### config.mk
export PLATFORM = sky130hd
export DESIGN_NAME = key_conditioner_array
export DESIGN_NICKNAME = d
export VERILOG_FILES = /design/src/rtl/key_cond_pkg.sv /design/src/rtl/key_debounce_chan.sv /design/src/rtl/key_conditioner_array.sv
export SDC_FILE = /design/constraint.sdc
export NUM_CORES = 1
export LEC_CHECK = 0
export ABC_CLOCK_PERIOD_IN_PS = 2100
export BUFFER_PORTS_ARGS = -buffer_cell sky130_fd_sc_hd__buf_2
export CAP_MARGIN = 10
export CORE_UTILIZATION = 56
export DETAILED_ROUTE_END_ITERATION = 10
export PLACE_DENSITY = 0.78
export SETUP_SLACK_MARGIN = 0.3
export SYNTH_ARGS = -nofsm -noshare
export SYNTH_HDL_FRONTEND = slang
export SYNTH_HIERARCHICAL = 1
export SYNTH_SLANG_ARGS = --single-unit
### constraint.sdc
create_clock -name clk -period 2.1 [get_ports clk]
set_input_delay 0.105 -clock clk [delete_from_list [all_inputs] [get_ports clk]]
set_output_delay 0.105 -clock clk [all_outputs]
set_load 0.05 [all_outputs]
### src/rtl/key_cond_pkg.sv
`default_nettype none
// ============================================================================
// Module      : key_cond_pkg
// Description : Shared constants and helpers for the key conditioner array.
// Revision    : 1.0 - initial release
// ============================================================================
package key_cond_pkg;

  localparam logic PRESS   = 1'b1;
  localparam logic RELEASE = 1'b0;

  // Minimum index width needed to address n channels (never below 1).
  function automatic int idx_width(input int n);
    int w;
    w = 1;
    for (int k = 1; k < 6; k++) begin
      if ((1 << w) < n) w = w + 1;
    end
    return w;
  endfunction

endpackage
`default_nettype wire

### src/rtl/key_debounce_chan.sv
`default_nettype none
// ============================================================================
// Module      : key_debounce_chan
// Description : One key channel: synchroniser, debounce counter, edge pulses.
// Revision    : 1.0 - initial release
// ============================================================================
module key_debounce_chan
  import key_cond_pkg::*;
#(
  parameter int SYNC_STAGES = 2,
  parameter int CNTW        = 3,
  parameter int WAITTIME    = 3
) (
  input  logic clk,
  input  logic rst,
  input  logic i_noisy,
  output logic o_conditioned,
  output logic o_pos,
  output logic o_neg
);

  localparam logic [CNTW-1:0] c_wait = CNTW'(WAITTIME);

  logic [SYNC_STAGES-1:0] r_sync;
  logic [CNTW-1:0]        r_cnt;
  logic                   r_cond;
  logic                   r_pos;
  logic                   r_neg;
  logic                   w_s;

  assign w_s = r_sync[SYNC_STAGES-1];

  always_ff @(posedge clk or posedge rst) begin
    if (rst) begin
      r_sync <= '0;
      r_cnt  <= '0;
      r_cond <= 1'b0;
      r_pos  <= 1'b0;
      r_neg  <= 1'b0;
    end else begin
      r_sync <= {r_sync[SYNC_STAGES-2:0], i_noisy};
      r_pos  <= 1'b0;
      r_neg  <= 1'b0;
      if (w_s == r_cond) begin
        r_cnt <= '0;
      end else if (r_cnt == c_wait) begin
        // Level and its edge pulse become visible on the same clock.
        r_cond <= w_s;
        r_cnt  <= '0;
        r_pos  <= w_s;
        r_neg  <= ~w_s;
      end else begin
        r_cnt <= r_cnt + 1'b1;
      end
    end
  end

  assign o_conditioned = r_cond;
  assign o_pos         = r_pos;
  assign o_neg         = r_neg;

endmodule
`default_nettype wire

### src/rtl/key_conditioner_array.sv
`default_nettype none
// ============================================================================
// Module      : key_conditioner_array
// Description : NCHAN debounced key inputs merged into one valid/ready stream.
// Revision    : 1.0 - initial release
// ============================================================================
module key_conditioner_array
  import key_cond_pkg::*;
#(
  parameter int NCHAN       = 8,
  parameter int SYNC_STAGES = 2,
  parameter int CNTW        = 3,
  parameter int WAITTIME    = 3,
  parameter int IDXW        = 3
) (
  input  logic             clk,
  input  logic             reset,
  input  logic [NCHAN-1:0] noisy,
  output logic [NCHAN-1:0] conditioned,
  output logic [NCHAN-1:0] posedge_pulse,
  output logic [NCHAN-1:0] negedge_pulse,
  output logic             event_valid,
  input  logic             event_ready,
  output logic [IDXW-1:0]  event_key,
  output logic             event_press,
  output logic [NCHAN-1:0] overrun,
  input  logic             overrun_clr
);

  logic [NCHAN-1:0] r_pend;
  logic [NCHAN-1:0] r_dir;
  logic [NCHAN-1:0] r_ovr;
  logic             r_valid;
  logic [IDXW-1:0]  r_key;
  logic             r_press;

  logic [NCHAN-1:0] w_edge;
  logic [NCHAN-1:0] w_grant;
  logic [NCHAN-1:0] w_clear;
  logic [NCHAN-1:0] w_pend_next;
  logic [NCHAN-1:0] w_dir_next;
  logic [NCHAN-1:0] w_ovr_next;
  logic             w_load;
  logic             w_any;
  logic [IDXW-1:0]  w_sel;
  logic             w_sel_dir;

  for (genvar g = 0; g < NCHAN; g++) begin : g_chan
    key_debounce_chan #(
      .SYNC_STAGES (SYNC_STAGES),
      .CNTW        (CNTW),
      .WAITTIME    (WAITTIME)
    ) u_chan (
      .clk           (clk),
      .rst           (reset),
      .i_noisy       (noisy[g]),
      .o_conditioned (conditioned[g]),
      .o_pos         (posedge_pulse[g]),
      .o_neg         (negedge_pulse[g])
    );
  end

  // Lowest-index pending channel wins.
  always_comb begin
    w_any     = 1'b0;
    w_sel     = '0;
    w_sel_dir = 1'b0;
    for (int i = NCHAN - 1; i >= 0; i--) begin
      if (r_pend[i]) begin
        w_any     = 1'b1;
        w_sel     = IDXW'(i);
        w_sel_dir = r_dir[i];
      end
    end
  end

  assign w_load  = ~r_valid | event_ready;
  assign w_edge  = posedge_pulse | negedge_pulse;
  assign w_grant = r_pend & (~r_pend + NCHAN'(1));
  assign w_clear = w_load ? w_grant : '0;

  // A new edge on the channel being unloaded re-arms it without an overrun.
  always_comb begin
    w_pend_next = (r_pend & ~w_clear) | w_edge;
    w_ovr_next  = (overrun_clr ? '0 : r_ovr) | (w_edge & r_pend & ~w_clear);
    w_dir_next  = r_dir;
    for (int i = 0; i < NCHAN; i++) begin
      if (w_edge[i]) w_dir_next[i] = posedge_pulse[i] ? PRESS : RELEASE;
    end
  end

  always_ff @(posedge clk or posedge reset) begin
    if (reset) begin
      r_pend  <= '0;
      r_dir   <= '0;
      r_ovr   <= '0;
      r_valid <= 1'b0;
      r_key   <= '0;
      r_press <= 1'b0;
    end else begin
      r_pend <= w_pend_next;
      r_dir  <= w_dir_next;
      r_ovr  <= w_ovr_next;
      if (w_load) begin
        r_valid <= w_any;
        if (w_any) begin
          r_key   <= w_sel;
          r_press <= w_sel_dir;
        end
      end
    end
  end

  assign event_valid = r_valid;
  assign event_key   = r_key;
  assign event_press = r_press;
  assign overrun     = r_ovr;

endmodule
`default_nettype wire
# [After elaboration in Yosys (flattened, before gate mapping)]
# Cells that the tools add are included.
[op_classes] n_addsub=9 n_mul=0 n_div=0 order_cmp=0 n_eq_ne=16 shift=0 mux=82 n_bitwise=27 n_reduce_logical=9
[op_table] operator="3-bit 2-to-1 mux" count=24
[op_table] operator="1-bit 2-to-1 mux" count=56
[op_table] operator="8-bit AND" count=4
[op_table] operator="3-bit by 1-bit adder with 3-bit output, second input constant" count=8
[op_table] operator="3-bit by 2-bit equality test with 1-bit output, second input constant" count=8
[op_table] operator="8-bit OR" count=3
[op_table] operator="2-bit AND reduction" count=9
[op_table] operator="1-bit NOT" count=17
[op_table] operator="8-bit 2-to-1 mux" count=2
[op_table] operator="8-bit NOT" count=2
[op_table] operator="8-bit by 1-bit adder with 8-bit output, second input constant" count=1
[op_table] operator="1-bit equality test" count=8
[op_table] operator="1-bit OR" count=1
[totals] register_bits=93 latchBits=0 mem_bits_rw=0 rom_bits=0 inputBits=12 out_inout_bits=37 mem_count=0

# [Logic depth before layout (Yosys ltp)]
[logic_depth] depth_word=9 depth_mapped=5

# [Cells and area by module]
# The synthesis kept the hierarchy.
[modules_own_cells] module="key_debounce_chan" instances=8 cells_per_inst=18 area_each_um2=289.0 seq_area_each_um2=200.2
[modules_own_cells] module="key_conditioner_array" instances=1 cells_per_inst=120 area_each_um2=1251.2 seq_area_each_um2=725.7

# [Worst setup path before layout]
# OpenSTA, ideal clock, no wires.
[synth_timing] path_kind="register -> register" startpoint="reg r_valid (netlist: event_valid)" endpoint="reg r_press (netlist: event_press)" arrival_ns=1.544 path_slack_ns=0.438 stages_incl_launch_ff=5 path_buffers=0 cell_sequence="dfrtp_1 -> nor2b_1 -> a21o_1 -> mux2_1 -> a21o_1"
[synth_between] elab_chain_cells=3
[synth_rtl] element="from (decl)" line="key_conditioner_array.sv:33" text="logic r_valid;"
[synth_rtl] element="from (signal assigned)" line="key_conditioner_array.sv:105" text="r_valid <= w_any;"
[synth_rtl] element="1-bit NOT" line="key_conditioner_array.sv:77" text="assign w_load = ~r_valid | event_ready;"
[synth_rtl] element="1-bit OR" line="key_conditioner_array.sv:77"
[synth_rtl] element="2-bit AND reduction (no line)"
[synth_rtl] element="to (signal assigned)" line="key_conditioner_array.sv:108" text="r_press <= w_sel_dir;"
[synth_rtl] element="to (decl)" line="key_conditioner_array.sv:35" text="logic r_press;"
# No other way between the ends.
# A chain may end at the register's enable or synchronous reset.

# [Final worst setup path]
[layout_timing] startpoint="reg r_pend[4]" endpoint="reg r_press (netlist: event_press)"
[layout_between] elab_chain_cells=6 word_cells_on_any_way=11 cone_classes="mux (10); reduce/logical (1)"
[layout_rtl] element="from (decl)" line="key_conditioner_array.sv:30" text="logic [NCHAN-1:0] r_pend;"
[layout_rtl] element="from (signal assigned)" line="key_conditioner_array.sv:101" text="r_pend <= w_pend_next;"
[layout_rtl] element="1-bit 2-to-1 mux (5 in a row)" line="key_conditioner_array.sv:69" text="if (r_pend[i]) begin"
[layout_rtl] element="2-bit AND reduction (no line)"
# Parallel ways exist; a longest one is shown, timed or not.

==> reports/qor.txt <==
RUN STATUS
------------------------------------------------------------------------------
Status                                                            finished clean

CLOCK TREE
------------------------------------------------------------------------------
Clock slew at reported path FFs                                        0.08 ns
Insertion delay of the later-clocked pin in the worst-skew pair        0.35 ns
Clock buffers created by TritonCTS                                           9
CTS Root Cell                                                         clkbuf_8
TritonCTS clock tree                                                       yes
CTS H-tree lvls                                                              3
Clock Sinks                                                                 93
Maximum clock insertion buffer count                                         2

POWER
------------------------------------------------------------------------------
Leakage Power                                                          2.13 nW
Peak supply drop                                                      0.838 mV
Power, Total                                                         0.00544 W
Ratio of total power to cell area                                  1300 nW/µm²

FINISH
------------------------------------------------------------------------------
Design area                                                           4200 µm²
Area added between synthesis and finish                                  17.9%
Most common cell after layout, fill and taps aside                     dfrtp_1
Most used cells in the layout excluding fill and tap cells        dfrtp_1, buf_2, nor3b_1
Antenna diode count                                                          0
Share of layout cells above drive strength 1                             25.1%
Fill cell count                                                            444
Number of nets at the end of the flow                                      353

YOSYS
------------------------------------------------------------------------------
Yosys warning total                                                          6
Number of unique standard cell types used by synthesis                      29
Sequential cell area fraction in the yosys report                        65.3%
Synth Instances                                                            264
Cell Area, Synth                                                      3560 µm²
Syn_nets                                                                   284
Number of synthesized register bits                                         93
Average size of a mapped cell                                         13.5 µm²

STA
------------------------------------------------------------------------------
Slew at the pin closest to its max-slew limit                         0.590 ns
Final-report hold violation count                                            0
Part of the cycle the worst path needs                                   81.0%
Worst Hold Slack                                                     0.0884 ns
Clock period minus final worst setup slack                             1.70 ns
Final setup viols                                                            0
Worst relative slew slack                                                60.6%
Pins Over Slew Limit                                                         0
Fmax achieved                                                          588 MHz
Setup repair after global routing missed its margin                      false
Setup tns final                                                           0 ns
Clock skew                                                          0.00524 ns

CRITICAL PATH
------------------------------------------------------------------------------
Levels on crit path                                                          4
Max incr delay on CP                                                   0.50 ns
Data arrival at the endpoint of the critical path                      1.94 ns
Top cell by count, worst path                                           a21o_1
Maximum fanout count along the critical path                                 9
Critical Path Sink Type                                               register
CP startpoint kind                                                    register
Required time of the critical path                                     2.34 ns
Critical path's top delay family                                    flip-flops
Setup Crit Path Kind                                                   reg2reg
Crit path buf inv count                                                      0
Launching element of the worst setup path                         r_pend[4]$_DFF_PP0_
CP max stage cell                                                      dfrtp_1
Cells traversed along the worst timing path                       nor4_4 -> a21o_1 -> mux2_1 -> a21o_1
Register-to-Register Path Depth                                              4
Reg2reg start                                                     r_pend[4]$_DFF_PP0_

ROUTING
------------------------------------------------------------------------------
Overall via count from detail_route                                       2149
1st-pass router iterations                                                   4
Via density per instance                                                  5.20
Remaining routing DRC violations                                             0
Average detailed-routed wire length per instance                       14.4 µm
Wire length after detailed routing                                     5940 µm
Antenna Nets Post-Route                                                      0
Initial drt markers                                                        108

PLACE
------------------------------------------------------------------------------
Last weighted congestion value of the routability-driven placer          0.875
Post-placement cell area                                              3900 µm²
Port Buf Inserts                                                            48
HPWL reported at the end of detailed placement                         4290 µm

FLOORPLAN
------------------------------------------------------------------------------
Area enclosed by the die boundary                                     6690 µm²
Core Footprint                                                        6030 µm²
Die height                                                             81.8 µm
I/O pins                                                                    49
Number of placement rows                                                    28
Horiz. Die Dim                                                         81.8 µm
Effective utilization at floorplan                                       59.1%

GLOBAL ROUTE
------------------------------------------------------------------------------
Pin count of the biggest net entering global routing                        16
Number of global-route vias before repair                                 2070
Aggregate global routing overflow                                            0
Initial antenna violation count                                              0
First-pass GRT wire length                                             9600 µm
Global-route usage over all layers                                       20.0%

WORST HOLD PATH
------------------------------------------------------------------------------
Worst hold start                                                   overrun_clr
Instance count along the most critical hold path                             2
Class of the most critical hold timing path                             in2reg

RUN
------------------------------------------------------------------------------
Reported max-cap violation count                                             0

==> metal layers <==
metal  vias up  global-route usage [%]  share of wire [%]
met5         -                       0                  0
met4         0                    11.9                2.9
met3        15                    4.89                4.3
met2        48                    29.5                 46
met1      1042                    27.0                 47
li1       1044                       -                  -
==> stage by stage <==
stage               setup slack [ns]  instances  util [%]
CTS                            0.382        411      69.5
detailed placement             0.391        386      64.8
finish                         0.400        413      69.7
global placement               0.442        386      64.8
floorplan                      0.438        264         -
global route                   0.338        413      69.7
==> state kept, by name (all words and copies together) (netlist names) <==
name	flops
g_chan.u_chan/r_cnt	24
g_chan.u_chan/r_sync	16
g_chan.u_chan/o_conditioned	8
g_chan.u_chan/o_neg	8
g_chan.u_chan/o_pos	8
overrun	8
r_dir	8
r_pend	8
event_key	3
event_press	1
event_valid	1
==> logic make-up after synthesis <==
logic type	count (synthesis)	synth area share, %
xor+xnor	8	1.97
simple gates	83	16.7
fa+ha+maj	8	2.81
compound gates	35	7.20
mux	9	2.84
flops	93	65.3
buf+inv	28	3.16
==> power breakdown <==
part / total (W) / switching [W] / internal [W] / leakage, nW
registers: 0.00251 / 0.000326 / 0.00218 / 1.20
clock network: 0.00116 / 0.000576 / 0.000580 / 0.0964
logic: 0.00178 / 0.00105 / 0.000725 / 0.825
==> synthesized netlist by cell type (all sizes together) <==
library cell  count  area, µm²
nor2b             5       31.3
o31ai             1       7.51
nor2             11       41.3
nand2            15       56.3
a221oi            2       17.5
nor4              2       33.8
o21bai            2       15.0
a2111oi           2       23.8
buf               1       11.3
a21o             11       82.6
inv              26       97.6
a21oi             1       5.00
dfrtp            93       2330
ha                8        100
nand2b            9        116
xnor2             8       70.1
o22ai             8       50.1
clkbuf            1       3.75
o21ai             6       30.0
nor3b            32        240
and3b             8       70.1
o41ai             2       25.0
mux2              9        101
or3               1       6.26
==> worst paths after layout <==
path                                                   endpoint  slack, ns
setup / recovery                        event_press$_DFFE_PP0P_       0.40
hold reg to reg            g_chan[5].u_chan/r_sync[1]$_DFF_PP0_       0.35
hold / removal                             overrun[6]$_DFF_PP0_       0.09
max in group asynchronous                  r_dir[7]$_DFFE_PP0N_       1.12
setup reg to reg                        event_press$_DFFE_PP0P_       0.40
min in group asynchronous   g_chan[1].u_chan/r_cnt[1]$_DFF_PP0_       0.37
==> cell type report <==
cell class	count	area, µm²	area share [%]
inverter	26	97.6	2.32
clock inverter	4	47.5	1.13
multi-input combinational	143	1120	26.8
tap	75	93.8	2.23
sequential	93	2330	55.4
clock buffer	12	145	3.46
timing repair buffer	60	365	8.70
==> worst register-to-register path, cell delays in order (launching register included) <==
cell and delay (ns):
dfrtp_1 0.50, nor4_4 0.37, a21o_1 0.24, mux2_1 0.34, a21o_1 0.15
==> timing repair <==
item / CTS / global route
setup buffers: 0 / 2
endpoints found under the hold margin: 86 / 0
endpoints found under the setup margin: 0 / 1
resized for setup: 0 / 0
hold buffers: 9 / 0
No activity file was read; power rests on OpenSTA's default activity.
